[src/rtl/rv32_mod_fetch_aligner.sv]
// Fetch aligner: turns a stream of 32-bit fetch words into one RV32/RVC
// instruction per handshake, handling halfword-aligned and straddling fetches.
module rv32_mod_fetch_aligner #(
    parameter logic [31:0] RESET_PC = 32'h0000_0000
) (
    input  logic        clk,
    input  logic        rst_n,
    input  logic [31:0] fetch_data,
    input  logic        fetch_valid,
    output logic        fetch_ready,
    input  logic        redirect,
    input  logic [31:0] redirect_pc,
    output logic [31:0] inst,
    output logic [31:0] inst_pc,
    output logic        inst_compressed,
    output logic        inst_valid,
    input  logic        inst_ready
);

    logic [15:0] hw_q [3];
    logic [15:0] hw_d [3];
    logic [15:0] sh   [3];
    logic [1:0]  count_q, count_d;
    logic [31:0] pc_q, pc_d;
    logic        skip_low_q, skip_low_d;

    logic        compressed;
    logic        valid_int;
    logic [1:0]  consumed;
    logic [1:0]  remaining;
    logic [1:0]  appended;
    logic        accept;

    // Output decode and handshake, all from registered state.
    always_comb begin
        compressed      = (hw_q[0][1:0] != 2'b11);
        valid_int       = !redirect && (((count_q >= 2'd1) && compressed) || (count_q >= 2'd2));
        inst            = (valid_int && compressed) ? {16'h0000, hw_q[0]} : {hw_q[1], hw_q[0]};
        inst_pc         = pc_q;
        inst_valid      = valid_int;
        inst_compressed = valid_int && compressed;
        consumed        = (valid_int && inst_ready) ? (compressed ? 2'd1 : 2'd2) : 2'd0;
        remaining       = count_q - consumed;
        fetch_ready     = !redirect && (remaining <= 2'd1);
        accept          = fetch_valid && fetch_ready;
    end

    // Shift out consumed halfwords, then append the accepted fetch word behind the leftovers.
    always_comb begin
        for (int i = 0; i < 3; i++) begin
            sh[i] = hw_q[i];
        end
        case (consumed)
            2'd1: begin
                sh[0] = hw_q[1];
                sh[1] = hw_q[2];
            end
            2'd2: sh[0] = hw_q[2];
            default: ;
        endcase

        for (int i = 0; i < 3; i++) begin
            hw_d[i] = sh[i];
        end
        appended   = 2'd0;
        skip_low_d = skip_low_q;

        if (accept) begin
            if (skip_low_q) begin
                if (remaining == 2'd0) hw_d[0] = fetch_data[31:16];
                else                   hw_d[1] = fetch_data[31:16];
                appended   = 2'd1;
                skip_low_d = 1'b0;
            end else begin
                if (remaining == 2'd0) begin
                    hw_d[0] = fetch_data[15:0];
                    hw_d[1] = fetch_data[31:16];
                end else begin
                    hw_d[1] = fetch_data[15:0];
                    hw_d[2] = fetch_data[31:16];
                end
                appended = 2'd2;
            end
        end

        count_d = remaining + appended;
        pc_d    = pc_q + {29'd0, consumed, 1'b0};

        if (redirect) begin
            for (int i = 0; i < 3; i++) begin
                hw_d[i] = hw_q[i];
            end
            count_d    = 2'd0;
            pc_d       = {redirect_pc[31:1], 1'b0};
            skip_low_d = redirect_pc[1];
        end
    end

    always_ff @(posedge clk or negedge rst_n) begin
        if (!rst_n) begin
            for (int i = 0; i < 3; i++) begin
                hw_q[i] <= 16'h0000;
            end
            count_q    <= 2'd0;
            pc_q       <= {RESET_PC[31:1], 1'b0};
            skip_low_q <= RESET_PC[1];
        end else begin
            for (int i = 0; i < 3; i++) begin
                hw_q[i] <= hw_d[i];
            end
            count_q    <= count_d;
            pc_q       <= pc_d;
            skip_low_q <= skip_low_d;
        end
    end

endmodule

[config.mk]
export PLATFORM = sky130hd
export DESIGN_NAME = rv32_mod_fetch_aligner
export DESIGN_NICKNAME = d
export VERILOG_FILES = /design/src/rtl/rv32_mod_fetch_aligner.sv
export SDC_FILE = /design/constraint.sdc
export NUM_CORES = 1
export LEC_CHECK = 0
export CAP_MARGIN = 20
export CORE_ASPECT_RATIO = 0.6
export CORE_MARGIN = 2
export CORE_UTILIZATION = 25
export CTS_BUF_LIST = sky130_fd_sc_hd__clkbuf_16
export DETAILED_ROUTE_END_ITERATION = 6
export PLACE_DENSITY = 0.51
export SYNTH_ARGS = -nofsm -noshare
export SYNTH_HDL_FRONTEND = slang
export SYNTH_SLANG_ARGS = --single-unit
[constraint.sdc]
create_clock -name clk -period 3.4 [get_ports clk]
set_input_delay 0.51 -clock clk [delete_from_list [all_inputs] [get_ports clk]]
set_output_delay 0.51 -clock clk [all_outputs]
set_load 0.01 [all_outputs]
* Yosys cells after proc, flatten, opt, wreduce, memory -nomap -nowiden
Cells that the tools add are included.
** Word-level totals
- Bits of input ports :: 69
- Flip-flop bits (word level) :: 83
** Operators by class
- Add/subtract/negate cells :: 3
- Bitwise gates (word level) :: 3
- Mux-type cells :: 19
- Reduce and logical (&&, ||, !) cells :: 11
- $lt $le $gt $ge :: 3
- Equal/unequal tests :: 3
** Operators with widths (count)
- two-way mux 16 bit :: 7
- two-way mux 32 bit :: 3
- two-way mux 48 bit :: 1
- adder 32 x 3 -> 32 bit :: 1
- case mux 16 bit (2 select lines) :: 1
- two-way mux 2 bit :: 5
- logical AND 1 bit :: 6
- AND reduction 4 bit :: 1
- NOT 1 bit :: 3
- adder 2 bit :: 1
- == test 2 x 1 -> 1 bit, second input constant :: 1
- == test 2 bit, second input constant :: 1
- greater-or-equal comparator 2 x 1 -> 1 bit, second input constant :: 1
- greater-or-equal comparator 2 bit, second input constant :: 1
- <= comparator 2 x 1 -> 1 bit, second input constant :: 1
- logical NOT 2 bit :: 1
- two-way mux 1 bit :: 2
- inequality test 2 bit, second input constant :: 1
- nonzero test 2 bit :: 1
- subtractor 2 bit :: 1
- logical NOT 1 bit :: 1
- logical OR 1 bit :: 1

* Depth between registers and ports, before layout
Gate-level depths: netlist of run 1.
- Word-level depth :: 13
- Gate-level depth with buffers :: 13
- Mapped depth without buffers :: 10

* Worst setup path after synthesis of run 1
Ideal clock, no wire load.
- Path type :: input-to-reg
- Start :: input port redirect
- End :: register pc_q[17] (netlist: inst_pc[17])
- Setup time :: 0.083 ns
- Setup slack :: 0.374 ns
- Arrival time :: 2.944 ns
- Cell stages on the path :: 13
- Cells stage by stage :: buf_2 -> nor2b_1 -> o211ai_2 -> inv_1 -> clkbuf_1 -> ha_1 -> inv_1 -> fa_1 -> nor3_1 -> buf_2 -> nand4_1 -> xor2_1 -> o21ai_0
** On the way
- Cells in the longest elaborated chain, start to end :: 6
** RTL lines
- start: declaration :: RTL line 11 : input logic redirect,
- logical NOT 1 bit :: RTL line 37 : valid_int = !redirect && (((count_q >= 2'd1) && compressed) || (count_q >= 2'd2));
- logical AND 1 bit :: RTL line 37
- logical AND 1 bit :: RTL line 42 : consumed = (valid_int && inst_ready) ? (compressed ? 2'd1 : 2'd2) : 2'd0;
- two-way mux 2 bit :: RTL line 42
- adder 32 x 3 -> 32 bit :: RTL line 87 : pc_d = pc_q + {29'd0, consumed, 1'b0};
- two-way mux 32 bit (*) :: RTL line 89 : if (redirect) begin
- named net pc_d[17] :: RTL line 24 : logic [31:0] pc_q, pc_d;
- end signal: assignment :: RTL line 105 : pc_q <= {RESET_PC[31:1], 1'b0};
- end signal: assignment :: RTL line 112 : pc_q <= pc_d;
- end: declaration :: RTL line 24
The timed path passes the listed nets; every way through them passes the cells marked *.
A chain may end at the register's enable or synchronous reset.

* Final worst setup path of run 1
- Start :: input port inst_ready
- End :: output port fetch_ready
** On the way
- Cells in the longest elaborated chain, start to end :: 5
** RTL lines
- start: declaration :: RTL line 17 : input logic inst_ready
- logical AND 1 bit :: RTL line 42
- two-way mux 2 bit :: RTL line 42
- subtractor 2 bit :: RTL line 43 : remaining = count_q - consumed;
- <= comparator 2 x 1 -> 1 bit :: RTL line 44 : fetch_ready = !redirect && (remaining <= 2'd1);
- logical AND 1 bit :: RTL line 44
- end: declaration :: RTL line 10 : output logic fetch_ready,
No other way between the ends.

==> run metrics, run 1 <==
worst vdd ir=between 0.2 and 0.3 mV; syn_area_per_cell=9.21 µm²; initial core utilization=25.7%; met1 Usage GRT=a little under a quarter; CTS tree=done; crit path launch type=input port; DR iter-0 viols=342; Max FO, Critical Path=4; WS Path Type=in -> out; # rows=39; Yosys cell types=50; nets=723; Cells after Synth=537; initial antenna violation count=0; Area growth syn-to-layout=36.5%; estimated wirelength of the detail-placed design=11,700 µm; met2 Use GR=24.8%; YS warnings=0; total global routing overflow=0; Worst EP arrival=~2.7 ns; synthesized flop and latch total=82; Required @ worst endpoint=about 2.9 ns; FFs w/ async S/R, synth=100%; gr usage total=16.2%; max-slew violation count=0; predominant post-synthesis flop cell=dfrtp_1; fin cells=just over 900; maximum clock rate=0.316 GHz; CTS Sinks=82; met3 GRT Util=3.32%; GR peak layer=met2; sequential element share of the synthesized area=between 40% and 50%; Routed Antenna Nets=0; Longest Clk Path Bufs=2; number of synthesized flops with an enable pin=0; vias in the first global route=4,762; number of buffers inserted by hold repair at cts=0; largest net degree at the start of global routing=66; Skew-Pair Late Insertion Delay=0.35 ns; Fin Clk Skew=0.0155 ns; min-delay worst type=in -> async; IO Port Bufs=between 100 and 150; Tcrit/Tclk final=slightly above 90%; Worst-Margin Slew=0.923 ns; PostCTS Resize Cnt=0; first-pass GRT wire length=26,200 µm; final setup margin=approximately 0.24 ns; clock period minus worst slack=3.16 ns; drt first pass iters=5; Top Ports=between 100 and 150; clock root buffer=clkbuf_16; final setup violation count=0; Avg WL per Cell=18.1 µm; mean number of vias per cell=4.96; Max H-tree Level=3; P_leak=2.78 nW; placed cells=904; synthesized area=4940 µm²; RSZ-0062 raised after global routing=false; drt total wl=16,600 µm; outcome=finished, final reports clean; hold slack final=0.287 ns; Horiz. Die Dim=186 µm; count of final hold-check violations=0; setup TNS=0 ns; final routed DRC violation total=0; share of cells above drive strength 1=10.7%; syn_nets=611; Rel. slew slack=38.4%; vias=4,566; placed cell areas=6450 µm²; total core area=slightly below 20,000 µm²; Post-CTS Setup Bufs=0; clock slew at reported path FFs=0.07 ns; CP endpoint kind=output port; CTS Buf Count=9; pwr dens=between 500 and 600 nW/µm²; Setup WS pre-CTS=0.247 ns; max_cap viols=0; ant diodes=0; GPL Wtd Cong=0.800; overall die area=approximately 21,000 µm²; Final Cell Area=slightly below 7000 µm²; die height=~110 µm
where the power goes:
group,switching [mW],internal [mW]
clock,0.426,0.568
sequential,0.277,1.27
combinational,0.698,0.811
flip-flops by register name (all words and copies together), names as in the netlist:
signal      count
skip_low_q      1
inst_pc        31
hw_q           48
count_q         2
critical path, cell delays in order:
cell and delay, ns:
clkdlybuf4s50_1 0.48, nor2b_1 0.18, o211ai_2 0.10, inv_1 0.14
ha_1 0.22, inv_1 0.07, and3_4 0.19, nor3_2 0.16
clkdlybuf4s50_1 0.60
area by class of cell:
| class | instances | area, µm² |
|---|---|---|
| fill | 1997 | 12500 |
| multi-input combinational | 372 | 2460 |
| sequential | 82 | 2050 |
| timing repair buffer | 157 | 1500 |
| tap | 266 | 333 |
| clock buffer | 9 | 225 |
| inverter | 27 | 101 |
| clock inverter | 7 | 71.3 |
cell usage after synthesis (5+ instances only):
cell      number  area share (%)
a211oi_2      14             3.5
a21o_1        16             2.4
a21oi_1       16             1.6
a222oi_1      14             2.8
a31oi_1       18             2.3
a32oi_1       17             3.0
and3_1        10             1.3
and4_1         5            0.89
buf_2         12             1.2
buf_4         20             3.0
clkbuf_1      17             1.3
dfrtp_1       82              42
inv_1         27             2.1
mux2_1         8             1.8
mux2_2         9             2.1
nand2_1       88             6.7
nand3_1        7            0.71
nand4_1       14             1.8
nor2_1        20             1.5
nor2b_1       18             2.3
o21ai_0       30             3.0
xnor2_1        5            0.89
xor2_1        25             4.4
worst paths after layout:
check	from	depth (start not counted)	slack, ns	end
setup / recovery	inst_ready	9	0.24	fetch_ready
hold / removal	rst_n	1	0.29	inst_pc[10]$_DFF_PN0_
setup reg to reg	hw_q[32]$_DFFE_PN0N_	11	0.78	inst_pc[27]$_DFF_PN0_
hold reg to reg	hw_q[1]$_DFFE_PN0P_	1	0.53	hw_q[1]$_DFFE_PN0P_
max in group asynchronous	rst_n	2	2.39	hw_q[11]$_DFFE_PN0P_
min in group clk	hw_q[1]$_DFFE_PN0P_	1	0.53	hw_q[1]$_DFFE_PN0P_
kinds of logic after synthesis:
| logic type | share of synthesized area [%] |
|---|---|
| XOR/XNOR | 5.32 |
| adder cells (fa/ha/maj) | 1.42 |
| AND/OR/NAND/NOR | 18.1 |
| flip-flops | 41.5 |
| other | 0.0759 |
| multiplexers | 4.28 |
| buffers and inverters | 8.73 |
| AO/OA/AOI/OAI | 20.6 |
metal layers:
metal  vias to the layer above  share of wire, %
li1                       2117                 -
met1                      2318                50
met2                       118                44
met3                        13               4.3
met4                         0              0.97
met5                         -                 0
through the flow:
step,util (%),power [mW]
after floorplan,-,2.41
after CTS,35.1,4.09
after global placement,33.5,3.03
after global routing,35.1,4.29
final,35.1,4.05
after detailed placement,33.5,3.08
cell usage in the layout, fill, tap and decap left out, drive strengths merged, types with 5 or more instances in the layout:
master	netlist	layout
a31oi	18	18
xnor2	5	5
o21ai	30	30
a32oi	17	17
clkdlybuf4s50	0	131
and4	5	5
mux2	17	17
and3	11	11
a222oi	14	14
a21oi	16	16
dfrtp	82	82
xor2	25	25
nand3	7	7
a211oi	16	16
inv	27	28
a21o	16	16
nand4	14	14
nor2b	18	18
buf	39	26
nand2	89	89
clkbuf	17	9
nor2	21	21
Note: power is estimated with default switching activity, not from simulation.
==> run 2: changes to the inputs <==
--- a/config.mk
+++ b/config.mk
@@ -11,7 +11,8 @@
 export CORE_UTILIZATION = 25
 export CTS_BUF_LIST = sky130_fd_sc_hd__clkbuf_16
 export DETAILED_ROUTE_END_ITERATION = 6
-export PLACE_DENSITY = 0.51
+export DONT_BUFFER_PORTS = 1
+export PLACE_DENSITY = 0.42
 export SYNTH_ARGS = -nofsm -noshare
 export SYNTH_HDL_FRONTEND = slang
 export SYNTH_SLANG_ARGS = --single-unit
==> run metrics, run 2 (synthesis results as in run 1) <==
CTS Buf Count=9 (unchanged); total global routing overflow=0 (unchanged); largest net degree at the start of global routing=102 (+55%); Comb pwr share=25.9% (-11 points); estimated wirelength of the detail-placed design=10,700 µm (-8.7%); Required @ worst endpoint=3.64 ns (+0.75 ns); RSZ-0062 raised after global routing=false; max FFs per register=48 (unchanged); WS Path Type=reg -> reg; R2R Path End=inst_pc[14]$_DFF_PN0_; Setup crit start=hw_q[32]$_DFFE_PN0N_; Skew-Pair Late Insertion Delay=0.36 ns (about the same); P_leak=2.25 nW (-19%); gr usage total=15.6% (-0.58 points); worst vdd ir=0.226 mV (-21%); cells along the critical path=nand4b_1 -> nor2_1 -> buf_4 -> ha_1 -> a21o_1 -> nor3b_2 -> nand3_1 -> xnor2_1 -> mux2_2; Worst EP arrival=3.32 ns (+0.67 ns); Worst R2R Setup Slack=0.32 ns (-0.46 ns); vias=3,980 (-13%); final routed DRC violation total=0 (unchanged); vias in the first global route=3,932 (-17%); CP endpoint kind=flop; initial antenna violation count=0 (unchanged); CP endpoint=inst_pc[14]$_DFF_PN0_; final setup violation count=0 (unchanged); register share of total power=44.0% (+5.8 points); share of cells above drive strength 1=12.3% (+1.6 points); switch share=36.3% (+1.7 points); # rows=39 (unchanged); Worst-Margin Slew=1.10 ns (+0.180 ns); Max H-tree Level=3 (unchanged); clock period minus worst slack=3.08 ns (-0.0823 ns); Slowest-stage cell, CP=nor3b_2; outcome=finished, final reports clean; drt first pass iters=7 (+2); commonest non-fill, non-tap cell in the layout=nand2_1; overall die area=21,000 µm² (unchanged); Top Ports=136 (unchanged); ant diodes=0 (unchanged); IO Port Bufs=0 (-100%); initial core utilization=25.7% (unchanged); switching pwr=1.33 mW (-5.1%); Routed Antenna Nets=0 (unchanged); length in cells of the worst reg-to-reg path=9 (-2); maximum clock rate=0.325 GHz (+2.7%); CTS Sinks=82 (unchanged); pwr dens=672 nW/µm² (+12%); GPL Wtd Cong=0.783 (-2.1%); setup TNS=0 ns (unchanged); largest stage delay on the critical path=0.89 ns (+0.29 ns); first-pass GRT wire length=24,400 µm (-7.0%); min-delay worst type=in -> async; clock slew at reported path FFs=0.07 ns (about the same); Top reg by flops=hw_q; Clk pwr share=30.1% (+5.5 points); DR iter-0 viols=461 (+35%); mean number of vias per cell=5.11 (+2.9%); Area growth syn-to-layout=10.1%; total core area=19,200 µm² (unchanged); Tcrit/Tclk final=90.5% (-2.4 points); die height=113 µm (unchanged); clock root buffer=clkbuf_16; crit path launch type=flop; total power after layout=3.66 mW (-9.6%); most frequent cells in the layout=nand2_1, dfrtp_1, o21ai_0, inv_1, xor2_1; max_cap viols=0 (unchanged); max-slew violation count=0 (unchanged); CTS tree=done; Horiz. Die Dim=186 µm (unchanged); drt total wl=15,800 µm (-4.6%); Internal Power=2.33 mW (-12%); Fin Clk Skew=0.0133 ns (-0.00217 ns); count of final hold-check violations=0 (unchanged); Longest Clk Path Bufs=2 (unchanged); nets=582 (-20%); reg-to-reg startpoint=hw_q[32]$_DFFE_PN0N_; Max FO, Critical Path=12 (+8); Core Util, Final=28.3% (-6.8 points); Avg WL per Cell=20.3 µm (+13%); Rel. slew slack=26.1% (-12 points); Post-CTS Setup Bufs=0 (unchanged)
-- run 2: what timing repair did --
action | CTS | global route
hold buffers | 1 | 0
gates resized for setup | 0 | 0
endpoints found under the setup margin | 0 | 0
hold endpoints to repair | 82 | 0
-- run 2: how the worst min path moves through the flow --
stage | endpoint | startpoint | cells past startpoint
finish | hw_q[45]$_DFFE_PN0N_ | rst_n | 1
global route | hw_q[45]$_DFFE_PN0N_ | rst_n | 1
CTS | hw_q[45]$_DFFE_PN0N_ | rst_n | 1
detailed placement | hw_q[5]$_DFFE_PN0P_ | rst_n | 0
global placement | hw_q[4]$_DFFE_PN0P_ | rst_n | 0
floorplan | count_q[0]$_DFF_PN0_ | rst_n | 0
-- run 2: area by class of cell --
cell class | instances | area [µm²]
timing repair buffer | 16 | 165
clock buffer | 9 | 225
tap | 266 | 333
fill | 2057 | 13800
inverter | 27 | 101
clock inverter | 7 | 101
sequential | 82 | 2050
multi-input combinational | 372 | 2460
-- run 2: worst max-delay path: cells and delay by family, from the launching register on --
family	cells	cell delay, ns
buffers and inverters	1	0.17
multiplexers	1	0.26
XOR/XNOR	1	0.18
adder cells (fa/ha/maj)	1	0.12
AND/OR/NAND/NOR	4	1.55
flip-flops	1	0.53
AO/OA/AOI/OAI	1	0.14
-- run 2: metal layers --
| layer | global-route usage, % | wire (µm) |
|---|---|---|
| met3 | 6.47 | 1290 |
| met4 | 3.62 | 165 |
| met2 | 21.7 | 6540 |
| met5 | 0 | 0 |
| met1 | 22.4 | 7850 |
-- run 2: power groups by stage --
stage / combinational [mW] / sequential [mW] / clock, mW
after floorplan: 0.946 / 1.46 / 0
after global placement: 0.902 / 1.62 / 0
after detailed placement: 0.925 / 1.63 / 0
after CTS: 0.955 / 1.61 / 1.14
after global routing: 1.05 / 1.66 / 1.19
final: 0.948 / 1.61 / 1.10
-- run 2: through the flow --
stage          std cells  hold WS (ns)  setup WS, ns  cell area (µm²)
3_5_place_dp         762         0.218         0.369             5090
3_3_place_gp         762         0.217         0.371             5090
4_1_cts              779        0.0838         0.351             5440
2_1_floorplan        537         0.214         0.374             4940
6_report             779        0.0685         0.322             5440
5_1_grt              779        0.0783         0.135             5440
